[src/rtl/display_pkg.sv]
// Shared types and sizing helpers for the multiplexed display scanner.
package display_pkg;

   localparam int DIGIT_W = 3;

   typedef enum logic [1:0] {
      OFF   = 2'd0,
      GUARD = 2'd1,
      SHOW  = 2'd2
   } state_t;

   // Counter must hold the larger of the two interval reloads; never narrower than 1 bit.
   function automatic int cnt_width(input int scan_div, input int guard_cycles);
      int m;
      m = (scan_div > guard_cycles) ? scan_div : guard_cycles;
      return (m > 1) ? $clog2(m) : 1;
   endfunction

endpackage

[src/rtl/display_scan_ctrl_if.sv]
// Update handshake and display-side signals of the scan controller.
interface display_scan_ctrl_if #(
   parameter int NUM_DIGITS = 4
);
   import display_pkg::*;

   logic                          enable;
   logic [DIGIT_W*NUM_DIGITS-1:0] digits_in;
   logic [NUM_DIGITS-1:0]         mask_in;
   logic                          upd_req;
   logic                          upd_ack;
   logic [DIGIT_W-1:0]            sel;
   logic [NUM_DIGITS-1:0]         dig_n;
   logic                          frame_tick;

   modport master (
      output enable, digits_in, mask_in, upd_req,
      input  upd_ack, sel, dig_n, frame_tick
   );

   modport slave (
      input  enable, digits_in, mask_in, upd_req,
      output upd_ack, sel, dig_n, frame_tick
   );

endinterface

[src/rtl/display_scan_ctrl_timer.sv]
// Loadable down counter with a zero flag; holds at zero when not reloaded.
module scan_timer #(
   parameter int W = 16
) (
   input  logic         clk,
   input  logic         rst_n,
   input  logic         load,
   input  logic         dec,
   input  logic [W-1:0] load_val,
   output logic         zero
);

   logic [W-1:0] cnt_reg;

   always_ff @(posedge clk or negedge rst_n) begin
      if (!rst_n) begin
         cnt_reg <= '0;
      end else if (load) begin
         cnt_reg <= load_val;
      end else if (dec && (cnt_reg != '0)) begin
         cnt_reg <= cnt_reg - 1'b1;
      end
   end

   assign zero = (cnt_reg == '0);

endmodule

[src/rtl/display_scan_ctrl.sv]
// Scans shadowed digit values onto a shared decoder with an all-dark guard before each slot;
// the shadow copy only changes in OFF or at the frame wrap so frames never mix data.
module display_scan_ctrl
   import display_pkg::*;
#(
   parameter int NUM_DIGITS   = 4,
   parameter int SCAN_DIV     = 50000,
   parameter int GUARD_CYCLES = 500
) (
   input  logic                clk,
   input  logic                rst_n,
   display_scan_ctrl_if.slave  bus
);

   localparam int CNT_W = cnt_width(SCAN_DIV, GUARD_CYCLES);
   localparam int IDX_W = (NUM_DIGITS > 1) ? $clog2(NUM_DIGITS) : 1;

   state_t                        state_reg, state_next;
   logic [IDX_W-1:0]              idx_reg, idx_next, idx_inc;
   logic [DIGIT_W-1:0]            sel_reg, sel_next;
   logic [NUM_DIGITS-1:0]         dig_n_reg, dig_n_next;
   logic                          upd_ack_reg, upd_ack_next;
   logic                          frame_tick_reg, frame_tick_next;
   logic [DIGIT_W*NUM_DIGITS-1:0] shadow_dig_reg;
   logic [NUM_DIGITS-1:0]         shadow_mask_reg;

   logic [DIGIT_W-1:0]            shadow_arr [NUM_DIGITS];
   logic [NUM_DIGITS-1:0]         slot_n;
   logic                          idx_last, wrap_edge, capture;
   logic                          tmr_load, tmr_dec, tmr_zero;
   logic [CNT_W-1:0]              tmr_val;

   genvar gi;
   generate
      for (gi = 0; gi < NUM_DIGITS; gi++) begin : g_digit
         assign shadow_arr[gi] = shadow_dig_reg[gi*DIGIT_W +: DIGIT_W];
         assign slot_n[gi]     = ~((idx_reg == IDX_W'(gi)) & shadow_mask_reg[gi]);
      end
   endgenerate

   assign idx_inc   = idx_reg + 1'b1;
   assign idx_last  = (idx_reg == IDX_W'(NUM_DIGITS - 1));
   // Disable takes priority over the wrap, so an edge that drops to OFF never captures there.
   assign wrap_edge = (state_reg == SHOW) && bus.enable && tmr_zero && idx_last;
   assign capture   = bus.upd_req && !upd_ack_reg && ((state_reg == OFF) || wrap_edge);

   scan_timer #(.W(CNT_W)) u_timer (
      .clk      (clk),
      .rst_n    (rst_n),
      .load     (tmr_load),
      .dec      (tmr_dec),
      .load_val (tmr_val),
      .zero     (tmr_zero)
   );

   always_ff @(posedge clk or negedge rst_n) begin
      if (!rst_n) begin
         state_reg <= OFF;
      end else begin
         state_reg <= state_next;
      end
   end

   always_comb begin
      state_next = state_reg;
      case (state_reg)
         OFF:     if (bus.enable) state_next = GUARD;
         GUARD:   if (!bus.enable) state_next = OFF;
                  else if (tmr_zero) state_next = SHOW;
         SHOW:    if (!bus.enable) state_next = OFF;
                  else if (tmr_zero) state_next = GUARD;
         default: state_next = OFF;
      endcase
   end

   always_comb begin
      idx_next        = idx_reg;
      sel_next        = sel_reg;
      dig_n_next      = '1;
      frame_tick_next = 1'b0;
      upd_ack_next    = capture;
      tmr_load        = 1'b0;
      tmr_dec         = 1'b0;
      tmr_val         = '0;
      case (state_reg)
         OFF: begin
            idx_next = '0;
            if (bus.enable) begin
               tmr_load = 1'b1;
               tmr_val  = CNT_W'(GUARD_CYCLES - 1);
               sel_next = capture ? bus.digits_in[DIGIT_W-1:0] : shadow_arr[0];
            end
         end
         GUARD: begin
            if (!bus.enable) begin
               idx_next = '0;
               tmr_load = 1'b1;
            end else if (tmr_zero) begin
               tmr_load   = 1'b1;
               tmr_val    = CNT_W'(SCAN_DIV - 1);
               dig_n_next = slot_n;
            end else begin
               tmr_dec = 1'b1;
            end
         end
         SHOW: begin
            if (!bus.enable) begin
               idx_next = '0;
               tmr_load = 1'b1;
            end else if (tmr_zero) begin
               tmr_load = 1'b1;
               tmr_val  = CNT_W'(GUARD_CYCLES - 1);
               if (!idx_last) begin
                  idx_next = idx_inc;
                  sel_next = shadow_arr[idx_inc];
               end else begin
                  // New frame starts with freshly captured data when an update lands here.
                  idx_next        = '0;
                  sel_next        = capture ? bus.digits_in[DIGIT_W-1:0] : shadow_arr[0];
                  frame_tick_next = 1'b1;
               end
            end else begin
               tmr_dec    = 1'b1;
               dig_n_next = dig_n_reg;
            end
         end
         default: idx_next = '0;
      endcase
   end

   always_ff @(posedge clk or negedge rst_n) begin
      if (!rst_n) begin
         idx_reg         <= '0;
         sel_reg         <= '0;
         dig_n_reg       <= '1;
         upd_ack_reg     <= 1'b0;
         frame_tick_reg  <= 1'b0;
         shadow_dig_reg  <= '0;
         shadow_mask_reg <= '0;
      end else begin
         idx_reg        <= idx_next;
         sel_reg        <= sel_next;
         dig_n_reg      <= dig_n_next;
         upd_ack_reg    <= upd_ack_next;
         frame_tick_reg <= frame_tick_next;
         if (capture) begin
            shadow_dig_reg  <= bus.digits_in;
            shadow_mask_reg <= bus.mask_in;
         end
      end
   end

   assign bus.sel        = sel_reg;
   assign bus.dig_n      = dig_n_reg;
   assign bus.upd_ack    = upd_ack_reg;
   assign bus.frame_tick = frame_tick_reg;

endmodule
[src/flat_wrapper.sv]
// flat-port wrapper written by rule: the top's interface ports become plain ports
module display_scan_ctrl_flat import display_pkg::*;
#(
   parameter int NUM_DIGITS   = 4,
   parameter int SCAN_DIV     = 50000,
   parameter int GUARD_CYCLES = 500
)
  (clk, rst_n, bus_enable, bus_digits_in, bus_mask_in, bus_upd_req, bus_upd_ack, bus_sel, bus_dig_n, bus_frame_tick);
  display_scan_ctrl_if #(.NUM_DIGITS(NUM_DIGITS)) bus_i ();
  input  logic clk;
  input  logic rst_n;
  input wire logic [$bits(bus_i.enable)-1:0] bus_enable;
  input wire logic [$bits(bus_i.digits_in)-1:0] bus_digits_in;
  input wire logic [$bits(bus_i.mask_in)-1:0] bus_mask_in;
  input wire logic [$bits(bus_i.upd_req)-1:0] bus_upd_req;
  output wire logic [$bits(bus_i.upd_ack)-1:0] bus_upd_ack;
  output wire logic [$bits(bus_i.sel)-1:0] bus_sel;
  output wire logic [$bits(bus_i.dig_n)-1:0] bus_dig_n;
  output wire logic [$bits(bus_i.frame_tick)-1:0] bus_frame_tick;
  assign bus_i.enable = bus_enable;
  assign bus_i.digits_in = bus_digits_in;
  assign bus_i.mask_in = bus_mask_in;
  assign bus_i.upd_req = bus_upd_req;
  assign bus_upd_ack = bus_i.upd_ack;
  assign bus_sel = bus_i.sel;
  assign bus_dig_n = bus_i.dig_n;
  assign bus_frame_tick = bus_i.frame_tick;
  display_scan_ctrl #(.NUM_DIGITS(NUM_DIGITS), .SCAN_DIV(SCAN_DIV), .GUARD_CYCLES(GUARD_CYCLES)) u_core (.clk(clk), .rst_n(rst_n), .bus(bus_i));
endmodule
[config.mk]
export PLATFORM = sky130hd
export DESIGN_NAME = display_scan_ctrl_flat
export DESIGN_NICKNAME = d
export VERILOG_FILES = /design/src/rtl/display_pkg.sv /design/src/rtl/display_scan_ctrl_if.sv /design/src/rtl/display_scan_ctrl_timer.sv /design/src/rtl/display_scan_ctrl.sv /design/src/flat_wrapper.sv
export SDC_FILE = /design/constraint.sdc
export NUM_CORES = 1
export LEC_CHECK = 0
export ABC_AREA = 1
export CORE_ASPECT_RATIO = 1.5
export CORE_MARGIN = 2
export CORE_UTILIZATION = 56
export DETAILED_ROUTE_END_ITERATION = 7
export PLACE_DENSITY = 0.88
export SETUP_SLACK_MARGIN = 0.3
export SYNTH_ARGS = -nofsm -noshare
export SYNTH_HDL_FRONTEND = slang
export SYNTH_SLANG_ARGS = --single-unit
export TNS_END_PERCENT = 50
[constraint.sdc]
create_clock -name clk -period 2.4 [get_ports clk]
set_input_delay 0.48 -clock clk [delete_from_list [all_inputs] [get_ports clk]]
set_output_delay 0.48 -clock clk [all_outputs]
set_load 0.03 [all_outputs]
-- Word level (Yosys, flattened, before mapping)
Cells that the tools add are included.
- add/sub/neg operators: 2
- order comparisons: 1
- eq/ne operators: 11
- multiplexer cells: 44
- bitwise operators: 9
- reductions and logical operators: 18
- operators with widths (cell ; number):
    16-bit two-way mux ; 5
    16-bit one-hot mux with 3 select lines ; 1
    3-bit two-way mux ; 7
    2-bit two-way mux ; 9
    9-bit two-way mux ; 2
    16-bit zero test ; 1
    4-bit two-way mux ; 4
    16-bit nonzero test ; 1
    16-bit by 1-bit subtractor with 16-bit output, second input constant ; 1
    1-bit two-way mux ; 10
    4-bit one-hot mux with 2 select lines ; 1
    3-bit binary-select mux with 2-bit select ; 1
    2-bit == test, second input constant ; 3
    1-bit logical AND ; 6
    2-bit != test, second input constant ; 3
    3-bit by 2-bit != test with 1-bit output, second input constant ; 2
    2-bit one-hot mux with 3 select lines ; 1
    3-bit one-hot mux with 2 select lines ; 1
    1-bit AND ; 4
    2-bit by 1-bit == test with 1-bit output, second input constant ; 2
    2-bit zero test ; 2
    1-bit NOT ; 4
    2-bit one-hot mux with 2 select lines ; 1
    4-bit AND reduction ; 1
    other kinds (11) ; 12
- register bits after elaboration: 45
- bits of input ports: 20
- output and inout port bits: 9
- word-level logic and storage cells: 94

-- Depth between registers and ports, before layout
Gate-level depths: netlist of the first run.
- depth in word-level cells: 11
- gate-level depth with buffers: 15
- gate-level depth less buffers: 14

-- By module
A second synthesis of the first run with hierarchy kept.
- cell total of the unflattened synthesis: 369
- area total of the unflattened synthesis: 2740.1 µm²
- modules (own cells, without submodules) (module ; instances ; cells each ; area an instance (µm²) ; seq. area each (µm²)):
    display_scan_ctrl ; 1 ; 186 ; 1490.2 ; 730.7
    scan_timer ; 1 ; 183 ; 1249.9 ; 400.4

-- Worst setup path after synthesis of the first run
Ideal clock, no wire load.
- path kind: reg-to-reg
- start point: register u_core.u_timer.cnt_reg[0]
- end point: register u_core.u_timer.cnt_reg[14]
- library setup time: 0.116 ns
- arrival: 1.639 ns
- data required time: 2.284 ns
- slack: 0.645 ns
- cell stages (with the launch flop): 15
- buffers on the path: 1
- clock period less this slack: 1.755 ns
- path through: dfrtp_1 inv_1 ha_1 nand2_4 nor2_4 nand2_2 nand2_4 nand2_4 nand2_4 nand2_4 buf_4 nand2_1 nand2_1 nand2_1 nand2_1
- longest elaborated chain between the ends: 6
- elaborated cells between the ends (all ways): 16
- those cells by class: add/sub (1); mux (11); reduce/logical (4)
- RTL lines (element ; RTL line ; RTL):
    start: declaration ; display_scan_ctrl_timer.sv:13 ; logic [W-1:0] cnt_reg;
    start signal: assignment ; display_scan_ctrl_timer.sv:19 ; cnt_reg <= load_val;
    start signal: assignment ; display_scan_ctrl_timer.sv:21 ; cnt_reg <= cnt_reg - 1'b1;
    parallel branches: the longest is 6 deep, another holds 16-bit by 1-bit subtractor with 16-bit output ; n/a ;
Parallel ways; which one is timed is not known. The select of a mux whose other input is x is not followed.
A chain may end at the register's enable or synchronous reset.

-- Final worst setup path of the first run
- start point: register u_core.dig_n_reg[0], in the netlist u_core.bus.dig_n[0]
- end point: output bus_dig_n[0]
- RTL lines (element ; RTL line ; RTL):
    start: declaration ; display_scan_ctrl.sv:21 ; logic [NUM_DIGITS-1:0] dig_n_reg, dig_n_next;
    start signal: assignment ; display_scan_ctrl.sv:143 ; dig_n_reg <= dig_n_next;
    end: declaration ; flat_wrapper.sv:18 ; output wire logic [$bits(bus_i.dig_n)-1:0] bus_dig_n;
No word-level cell between the ends.

==> metrics.yaml, run 1 <==
synthesis:
  ys_seq_area_share_pct: 43.4
  ys_types: 31
  synthCells: 351
  synth_most_common_cell: "nand2_1"
  ys_top_cells_by_area: "dfrtp_1 39%, nand2_1 20%, nor2_1 5.6%, ha_1 4.3%, inv_1 4.2%"
  synth_edf_count: 0
  synthesis.nets: 380
  synth-seq-cells: 45
  async_reset_ff_share_pct: 100
  synthTopCellsByCount: "140 x nand2_1, 41 x dfrtp_1, 39 x nor2_1, 29 x inv_1, 21 x o21ai_0"
  avgSynthCellArea_sq_um: 7.42
  synth_area_leader_cell: "dfrtp_1"
  synth_ff_type: "dfrtp_1"
  yosys_warnings: 0
  synth_area_sq_um: 2600
  synth.top_cell.area_share_pct: 39.4
clock_tree:
  clkSlewWorstSetupHoldPaths_ns: 0.08
  clk_latency_ns: 0.30
  htree_levels: 2
  cts_buffers: 5
  hold_buffers: 0
  root_buffer: "clkbuf_8"
  cts.sink_count: 45
  clockBufferDepth: 2
  cts_tree: "built"
setup_path:
  crit_type: "flip-flop to output port"
  cp.required_ns: 1.92
  critPathTopFamily: "buffers and inverters"
  worstRegToRegCells: 13
  crit_chain: "clkdlybuf4s50_1"
  crit_slowest_cell: "clkdlybuf4s50_1"
  max_stage_delay_ns: 0.67
  cp-startpoint: "u_core.bus.dig_n[0]"
  rr_endpoint: "u_core.u_timer.cnt_reg[2]"
  critPathCapture: "bus_dig_n[0]"
  path_buf_inv: 1
  crit_cells: 1
  end_kind: "output port"
  cp_data_arrival_time_ns: 1.49
  r2r_slack_ns: 0.47
  crit_fanout: 2
  reg2reg_from: "u_core.u_timer.cnt_reg[0]"
  start_kind: "flip-flop"
sta:
  hold_viol: 0
  fin_crit_ns: 1.97
  worst_pin_slew_ns: 0.646
  hold_ws_ns: 0.199
  slew_headroom_pct: 56.9
  finalSetupViolCount: 0
  slew_violations: 0
  max_freq_ghz: 0.507
  final.setup.tns_ns: 0
  fin_crit_sh_pct: 82.2
  finalClockSkew_ns: 0.00739
  rsz0062_at_grt: "yes"
routing:
  post-route-drc-count: 0
  first_iter_violations: 109
  wl_per_cell_microns: 13.6
  dr.pass1.iters: 5
  drt_wl_total_microns: 5930
  vias_per_cell: 5.45
  dr_total_vias: 2370
  final_antenna_net_count: 0
layout:
  antenna_cells: 0
  area_growth_pct: 17.7
  layout.nets: 416
  largest_register_ffs: 16
  drive_above_1_share_pct: 10.1
floorplanning:
  initial_core_util_pct: 57.8
  fp.dieArea_sq_um: 5220
  die_x_microns: 59.7
  ios: 29
  num_rows: 30
  die_y_microns: 87.5
  core_area_sq_um: 4500
global_routing:
  globalRouteTotalUtil_pct: 25.5
  grt_pass1_wl_microns: 10200
  grt_max_degree: 30
  overflow: 0
  antenna_found_initial: 0
  grt_pass1_vias: 2386
place:
  gp_congestion: 0.920
  hpwlAfterDp_microns: 4520
  portBuffers: 28
min_path:
  hold_class: "primary input to async pin"
power:
  ir_worst_vdd_mv: 0.626
  total_power_mw: 3.78
  powerDensity_nw_per_um2: 1230
  leakage_nw: 1.61
run:
  drv_cap: 0
run_status:
  status: "completed"
## logic make-up after synthesis
group / count (synthesis) / synth area share, %
and+or+nand+nor: 221 / 37.2
AOI/OAI and AO/OA: 31 / 6.53
adders and majority gates: 9 / 4.32
xor gates and xnor gates: 7 / 2.35
buffers and inverters: 38 / 6.20
DFF: 45 / 43.4
## cells in the final DEF (no fill, tap or decap), drive strengths merged, types with 2 or more instances in the layout
master | netlist | layout
ha | 9 | 9
buf | 4 | 6
nand4 | 4 | 4
clkbuf | 0 | 5
a21oi | 3 | 3
nand3 | 15 | 15
inv | 33 | 33
nor2 | 44 | 44
nand3b | 3 | 3
clkinv | 1 | 2
a31oi | 2 | 2
nor3 | 4 | 4
xnor2 | 3 | 3
o21ai | 21 | 21
dfrtp | 41 | 41
dfstp | 4 | 4
xor2 | 4 | 4
nand2 | 150 | 150
o31ai | 2 | 2
clkdlybuf4s50 | 0 | 27
## routing by layer
layer | global-route usage (%) | routed length [microns]
met1 | 27.7 | 2190
met2 | 46.1 | 3290
met3 | 3.10 | 172
met4 | 14.7 | 267
met5 | 0 | 0
## layout make-up
class	count	area (sq um)
inverters	34	133
multi-input cells	268	1330
well taps	48	60.1
clock buffers	5	68.8
clock inverters	2	35.0
flip-flops and latches	45	1130
fillers	364	1440
repair buffers	33	313
## power by group
part | total (mW) | internal, mW | switching (mW)
sequential | 1.27 | 1.04 | 0.238
clock | 0.552 | 0.303 | 0.250
combinational | 1.95 | 0.683 | 1.27
## what timing repair did
action,in CTS,in global routing
endpoints found under the setup margin,0,26
endpoints found under the hold margin,0,0
resized for setup,0,5
buffers inserted,0,0
## stage by stage
| step | util, % | setup slack [ns] | instance area (sq um) | cells |
|---|---|---|---|---|
| after detailed placement | 65.4 | 0.245 | 2950 | 428 |
| final | 68.1 | 0.426 | 3070 | 435 |
| after global routing | 68.1 | 0.308 | 3070 | 435 |
| after CTS | 67.7 | 0.358 | 3050 | 435 |
| after global placement | 65.4 | 0.333 | 2950 | 428 |
| after floorplan | - | 0.645 | 2610 | 351 |
## worst min-delay path by stage
stage / startpoint / to / slack (ns) / cells after the start
floorplan: rst_n / u_core.bus.frame_tick / 0.18 / 0
global route: rst_n / u_core.shadow_dig_reg[9] / 0.25 / 1
detailed placement: u_core.shadow_mask_reg[3] / u_core.bus.dig_n[3] / 0.44 / 1
CTS: rst_n / u_core.u_timer.cnt_reg[13] / 0.22 / 1
finish: rst_n / u_core.u_timer.cnt_reg[13] / 0.20 / 1
global placement: u_core.shadow_mask_reg[3] / u_core.bus.dig_n[3] / 0.44 / 1
No activity file was read; power rests on OpenSTA's default activity.
==> run 2, diff against run 1 <==
==> constraint.sdc (replaced) <==
create_clock -name clk -period 2 [get_ports clk]
set_input_delay 0.4 -clock clk [delete_from_list [all_inputs] [get_ports clk]]
set_output_delay 0.4 -clock clk [all_outputs]
set_load 0.03 [all_outputs]
==> metrics.yaml, run 2 (synthesized netlist as in run 1, its figures left out) <==
floorplanning:
  die_x_microns: 59.7
  fp.dieArea_sq_um: 5220
  num_rows: 30
  die_y_microns: 87.5
  core_area_sq_um: 4500
  ios: 29
  initial_core_util_pct: 57.8
layout:
  layout.cells.non_filler: 456
  mostFrequentLayoutCells: "135 x nand2_1, 37 x dfrtp_1, 31 x nor2_1"
  seq_area_sq_um: 1140
  antenna_cells: 0
  layout.nets: 436
  final_common_cell: "nand2_1"
  multi_input_area_sq_um: 1440
  num-fill-cells: 323
  drive_above_1_share_pct: 20.6
  area_growth_pct: 28.4
  largest_register_ffs: 16
sta:
  slew_violations: 0
  rsz0062_at_grt: "yes"
  fin_crit_sh_pct: 88.9
  final.setup.tns_ns: 0
  slew_headroom_pct: 56.1
  hold_viol: 0
  timing.final.ws_setup_ns: 0.222
  finalClockSkew_ns: 0.0239
  fin_crit_ns: 1.78
  finalSetupViolCount: 0
  worst_pin_slew_ns: 0.659
  max_freq_ghz: 0.562
clock_tree:
  hold_buffers: 0
  cts_tree: "built"
  clk_latency_ns: 0.31
  root_buffer: "clkbuf_8"
  clkSlewWorstSetupHoldPaths_ns: 0.11
  cts.sink_count: 45
  clockBufferDepth: 2
  cts_buffers: 5
  htree_levels: 2
setup_path:
  cp_data_arrival_time_ns: 2.01
  crit_type: "flip-flop to flip-flop"
  end_kind: "flip-flop"
  start_kind: "flip-flop"
  crit_fanout: 5
  r2r_slack_ns: 0.22
  cp.required_ns: 2.23
run_status:
  status: "completed"
global_routing:
  globalRouteTotalUtil_pct: 27.9
  overflow: 0
  grt_max_degree: 31
  grt_pass1_wl_microns: 11100
  grt_pass1_vias: 2617
  antenna_found_initial: 0
routing:
  wl_per_cell_microns: 15.3
  post-route-drc-count: 0
  drt_wl_total_microns: 6970
  first_iter_violations: 250
  vias_per_cell: 5.53
  final_antenna_net_count: 0
  dr.pass1.iters: 4
  dr_total_vias: 2520
place:
  hpwlAfterDp_microns: 4590
  gp_congestion: 0.996
  placed_cells: 430
  portBuffers: 28
  dp_slack_ns: 0.0560
power:
  powerDensity_nw_per_um2: 1540
  ir_worst_vdd_mv: 0.993
  total_power_mw: 5.15
  leakage_nw: 1.71
run:
  drv_cap: 0
min_path:
  hold_class: "primary input to async pin"
run 2: cell types whose count changed in the layout (fill, tap and decap cells not counted), moves of 3 or more:
cell	delta
buf_4	+17
clkdlybuf4s50_1	-4
dfrtp_1	-4
dfrtp_2	+4
dlygate4sd2_1	+4
ha_4	+3
inv_1	-3
inv_2	+3
nand2_1	-5
nand2_2	+5
nor2_1	-7
nor2_2	+6
run 2: timing repair:
item | CTS | global route
pin swaps | 7 | 10
buffers inserted | 12 | 5
endpoints found under the setup margin | 42 | 37
cloned | 1 | 0
hold endpoints to repair | 0 | 0
resized for setup | 20 | 20
run 2: area by class of cell:
cell class              count  area share [%]
well taps                  48            1.80
clock buffers               7            2.88
flip-flops and latches     45            34.0
clock inverters             1           0.150
multi-input cells         269            43.1
repair buffers             52            14.0
inverters                  34            4.12
run 2: stage by stage:
stage                     util (%)  hold WS [ns]  instance area, sq um
after floorplan                  -         0.104                  2620
after global placement        66.0         0.417                  2970
after detailed placement      66.0         0.422                  2970
after CTS                     71.8         0.145                  3240
after global routing          74.3         0.170                  3340
final                         74.3         0.108                  3340
run 2: path summary, 6_finish.rpt:
kind                                              end  cells after the start                       from
setup reg to reg           u_core.u_timer.cnt_reg[15]                     11  u_core.u_timer.cnt_reg[2]
hold reg to reg                   u_core.bus.dig_n[3]                      1  u_core.shadow_mask_reg[3]
hold / removal              u_core.u_timer.cnt_reg[8]                      1                      rst_n
setup / recovery           u_core.u_timer.cnt_reg[15]                     11  u_core.u_timer.cnt_reg[2]
min in group clk                  u_core.bus.dig_n[3]                      1  u_core.shadow_mask_reg[3]
max in group asynchronous           u_core.idx_reg[0]                      2                      rst_n
run 2: where the power goes:
| part | total, mW | internal (mW) | leakage (nW) | switching, mW |
|---|---|---|---|---|
| combinational | 2.99 | 1.13 | 1.10 | 1.86 |
| clock | 0.638 | 0.313 | 0.0542 | 0.325 |
| sequential | 1.52 | 1.25 | 0.563 | 0.271 |
run 2: routing by layer:
metal | routed length [microns] | global-route usage (%)
met5 | 0 | 0
met4 | 267 | 16.6
met3 | 301 | 4.73
met2 | 3810 | 48.8
met1 | 2590 | 30.7
run 2: critical path, cell delays in order, from the launching register on:
cell and delay (ns):
dfrtp_2 0.47, nor2_4 0.17, nand2_4 0.09, nor2_4 0.14
nand2_4 0.08, nand2_4 0.10, nand2_4 0.07, nand2_8 0.10
nand3b_1 0.19, nand2_1 0.12, nand2_1 0.07, nand2_1 0.08
==> run 3, diff against run 2 <==
--- a/config.mk
+++ b/config.mk
@@ -7,8 +7,9 @@
 export LEC_CHECK = 0
 export ABC_AREA = 1
 export CORE_ASPECT_RATIO = 1.5
-export CORE_MARGIN = 2
+export CORE_MARGIN = 10
 export CORE_UTILIZATION = 56
+export CTS_CLUSTER_SIZE = 10
 export DETAILED_ROUTE_END_ITERATION = 7
 export PLACE_DENSITY = 0.88
 export SETUP_SLACK_MARGIN = 0.3
==> metrics.yaml, run 3 (synthesized netlist as in run 1, its figures left out) <==
routing:
  final_antenna_net_count: 0
  drt_wl_total_microns: 7720
  wl_per_cell_microns: 16.4
  dr.pass1.iters: 4
  vias_per_cell: 5.67
  first_iter_violations: 195
  dr_total_vias: 2663
  post-route-drc-count: 0
sta:
  slew_violations: 0
  hold_viol: 0
  fin_crit_sh_pct: 94.6
  rsz0062_at_grt: "yes"
  slew_headroom_pct: 52.6
  finalClockSkew_ns: 0.00872
  max_freq_ghz: 0.529
  final.setup.tns_ns: 0
  finalSetupViolCount: 0
  fin_crit_ns: 1.89
  worst_pin_slew_ns: 0.710
global_routing:
  grt_pass1_vias: 2556
  overflow: 0
  grt_max_degree: 33
  globalRouteTotalUtil_pct: 18.6
  grt_pass1_wl_microns: 11500
  antenna_found_initial: 0
clock_tree:
  htree_levels: 2
  root_buffer: "clkbuf_8"
  hold_buffers: 0
  cts.sink_count: 45
  cts_tree: "built"
  cts_buffers: 5
  clockBufferDepth: 2
  clkSlewWorstSetupHoldPaths_ns: 0.08
  clk_latency_ns: 0.31
setup_path:
  crit_fanout: 5
  crit_type: "flip-flop to flip-flop"
  start_kind: "flip-flop"
  max_stage_delay_ns: 0.46
  cp_data_arrival_time_ns: 2.14
  end_kind: "flip-flop"
  cp.required_ns: 2.24
  crit_slowest_cell: "dfrtp_1"
  crit_chain: "nor2_4 > nand2_2 > nor2_4 > nand2_4 > nand2_4 > nand2_4 > nand2_8 > nand3b_1 > nand2_1 > nand2_1 > nand2_1"
layout:
  mostFrequentLayoutCells: "134 x nand2_1, 39 x dfrtp_1, 34 x buf_4"
  layout.cells.non_filler: 470
  antenna_cells: 0
  layout.nets: 450
  largest_register_ffs: 16
  final_common_cell: "nand2_1"
  area_growth_pct: 33.9
  drive_above_1_share_pct: 23.7
  final_cell_area_sq_um: 3490
power:
  p_sw_mw: 2.58
  power.share.switching_pct: 47.8
  p_clk_share_pct: 10.6
  powerDensity_nw_per_um2: 1550
  leakage_nw: 1.79
  combPwrFrac_pct: 61.2
  ir_worst_vdd_mv: 0.865
  cellInternalPower_mw: 2.82
  seqPwrFrac_pct: 28.2
run_status:
  status: "completed"
place:
  portBuffers: 28
  detailed_place.area_sq_um: 2970
  hpwlAfterDp_microns: 4890
  placed_cells: 430
  gp_congestion: 0.946
floorplanning:
  die_x_microns: 75.7
  core_area_sq_um: 4500
  fp.dieArea_sq_um: 7840
  initial_core_util_pct: 57.8
  die_y_microns: 104
  ios: 29
  num_rows: 30
min_path:
  hold_class: "primary input to async pin"
run:
  drv_cap: 0
## run 3: cell types whose count changed in the layout (fill, tap and decap cells not counted), moves of 2 or more
cell        delta
nor2_4         +3
clkbuf_8       -2
nand2_4        +3
clkinvlp_4     +2
dfrtp_2        -2
nor2_2         -2
o21ai_0        -2
inv_4          +2
dfrtp_1        +2
buf_4         +12
o21ai_1        +2
## run 3: critical path, delay by kind of cell, from the launching register on
family	cells	cell delay [ns]
flops	1	0.46
simple gates	11	1.36
## run 3: per-layer routing
layer	track usage [%]	part of all wire (%)	vias to the layer above
li1	-	-	1249
met1	17.7	36	1239
met2	33.7	52	125
met3	2.87	4.8	50
met4	12.4	7.1	0
met5	0	0	-
## run 3: final timing paths
| path | depth (start not counted) | slack, ns | from | end |
|---|---|---|---|---|
| max | 11 | 0.11 | u_core.u_timer.cnt_reg[4] | u_core.u_timer.cnt_reg[14] |
| min | 1 | 0.14 | rst_n | u_core.u_timer.cnt_reg[7] |
| max reg2reg | 11 | 0.11 | u_core.u_timer.cnt_reg[4] | u_core.u_timer.cnt_reg[14] |
| min reg2reg | 1 | 0.47 | u_core.shadow_mask_reg[3] | u_core.bus.dig_n[3] |
| max in group asynchronous | 2 | 1.27 | rst_n | u_core.shadow_dig_reg[4] |
| min in group clk | 1 | 0.47 | u_core.shadow_mask_reg[3] | u_core.bus.dig_n[3] |
## run 3: repair_timing
action	4_1_cts	5_1_grt
setup endpoints to repair	44	40
pin swaps	8	8
gates cloned	0	3
resized for setup	17	29
buffers inserted	20	9
## run 3: metrics by stage
step	utilization [%]	hold slack [ns]	setup slack, ns	total power, mW
after floorplan	-	0.104	0.312	3.30
after global placement	66.0	0.419	0.112	3.78
after detailed placement	66.0	0.447	0.0470	3.86
after CTS	72.0	0.149	0.234	4.76
after global routing	77.4	0.179	0.0631	5.76
final	77.4	0.137	0.108	5.40
## run 3: cell type report
cell class              instances  area (sq um)
multi-input cells             271          1500
flip-flops and latches         45          1130
fillers                       297          1020
repair buffers                 64           566
inverters                      34           139
clock buffers                   5          68.8
well taps                      48          60.1
clock inverters                 3          17.5
## run 3: power groups by stage
| stage | Clock [mW] | Combinational [mW] | Sequential, mW |
|---|---|---|---|
| final | 0.575 | 3.30 | 1.52 |
| after global placement | 0 | 2.25 | 1.53 |
| after CTS | 0.579 | 2.70 | 1.48 |
| after detailed placement | 0 | 2.32 | 1.54 |
| after global routing | 0.612 | 3.60 | 1.55 |
| after floorplan | 0 | 1.77 | 1.52 |
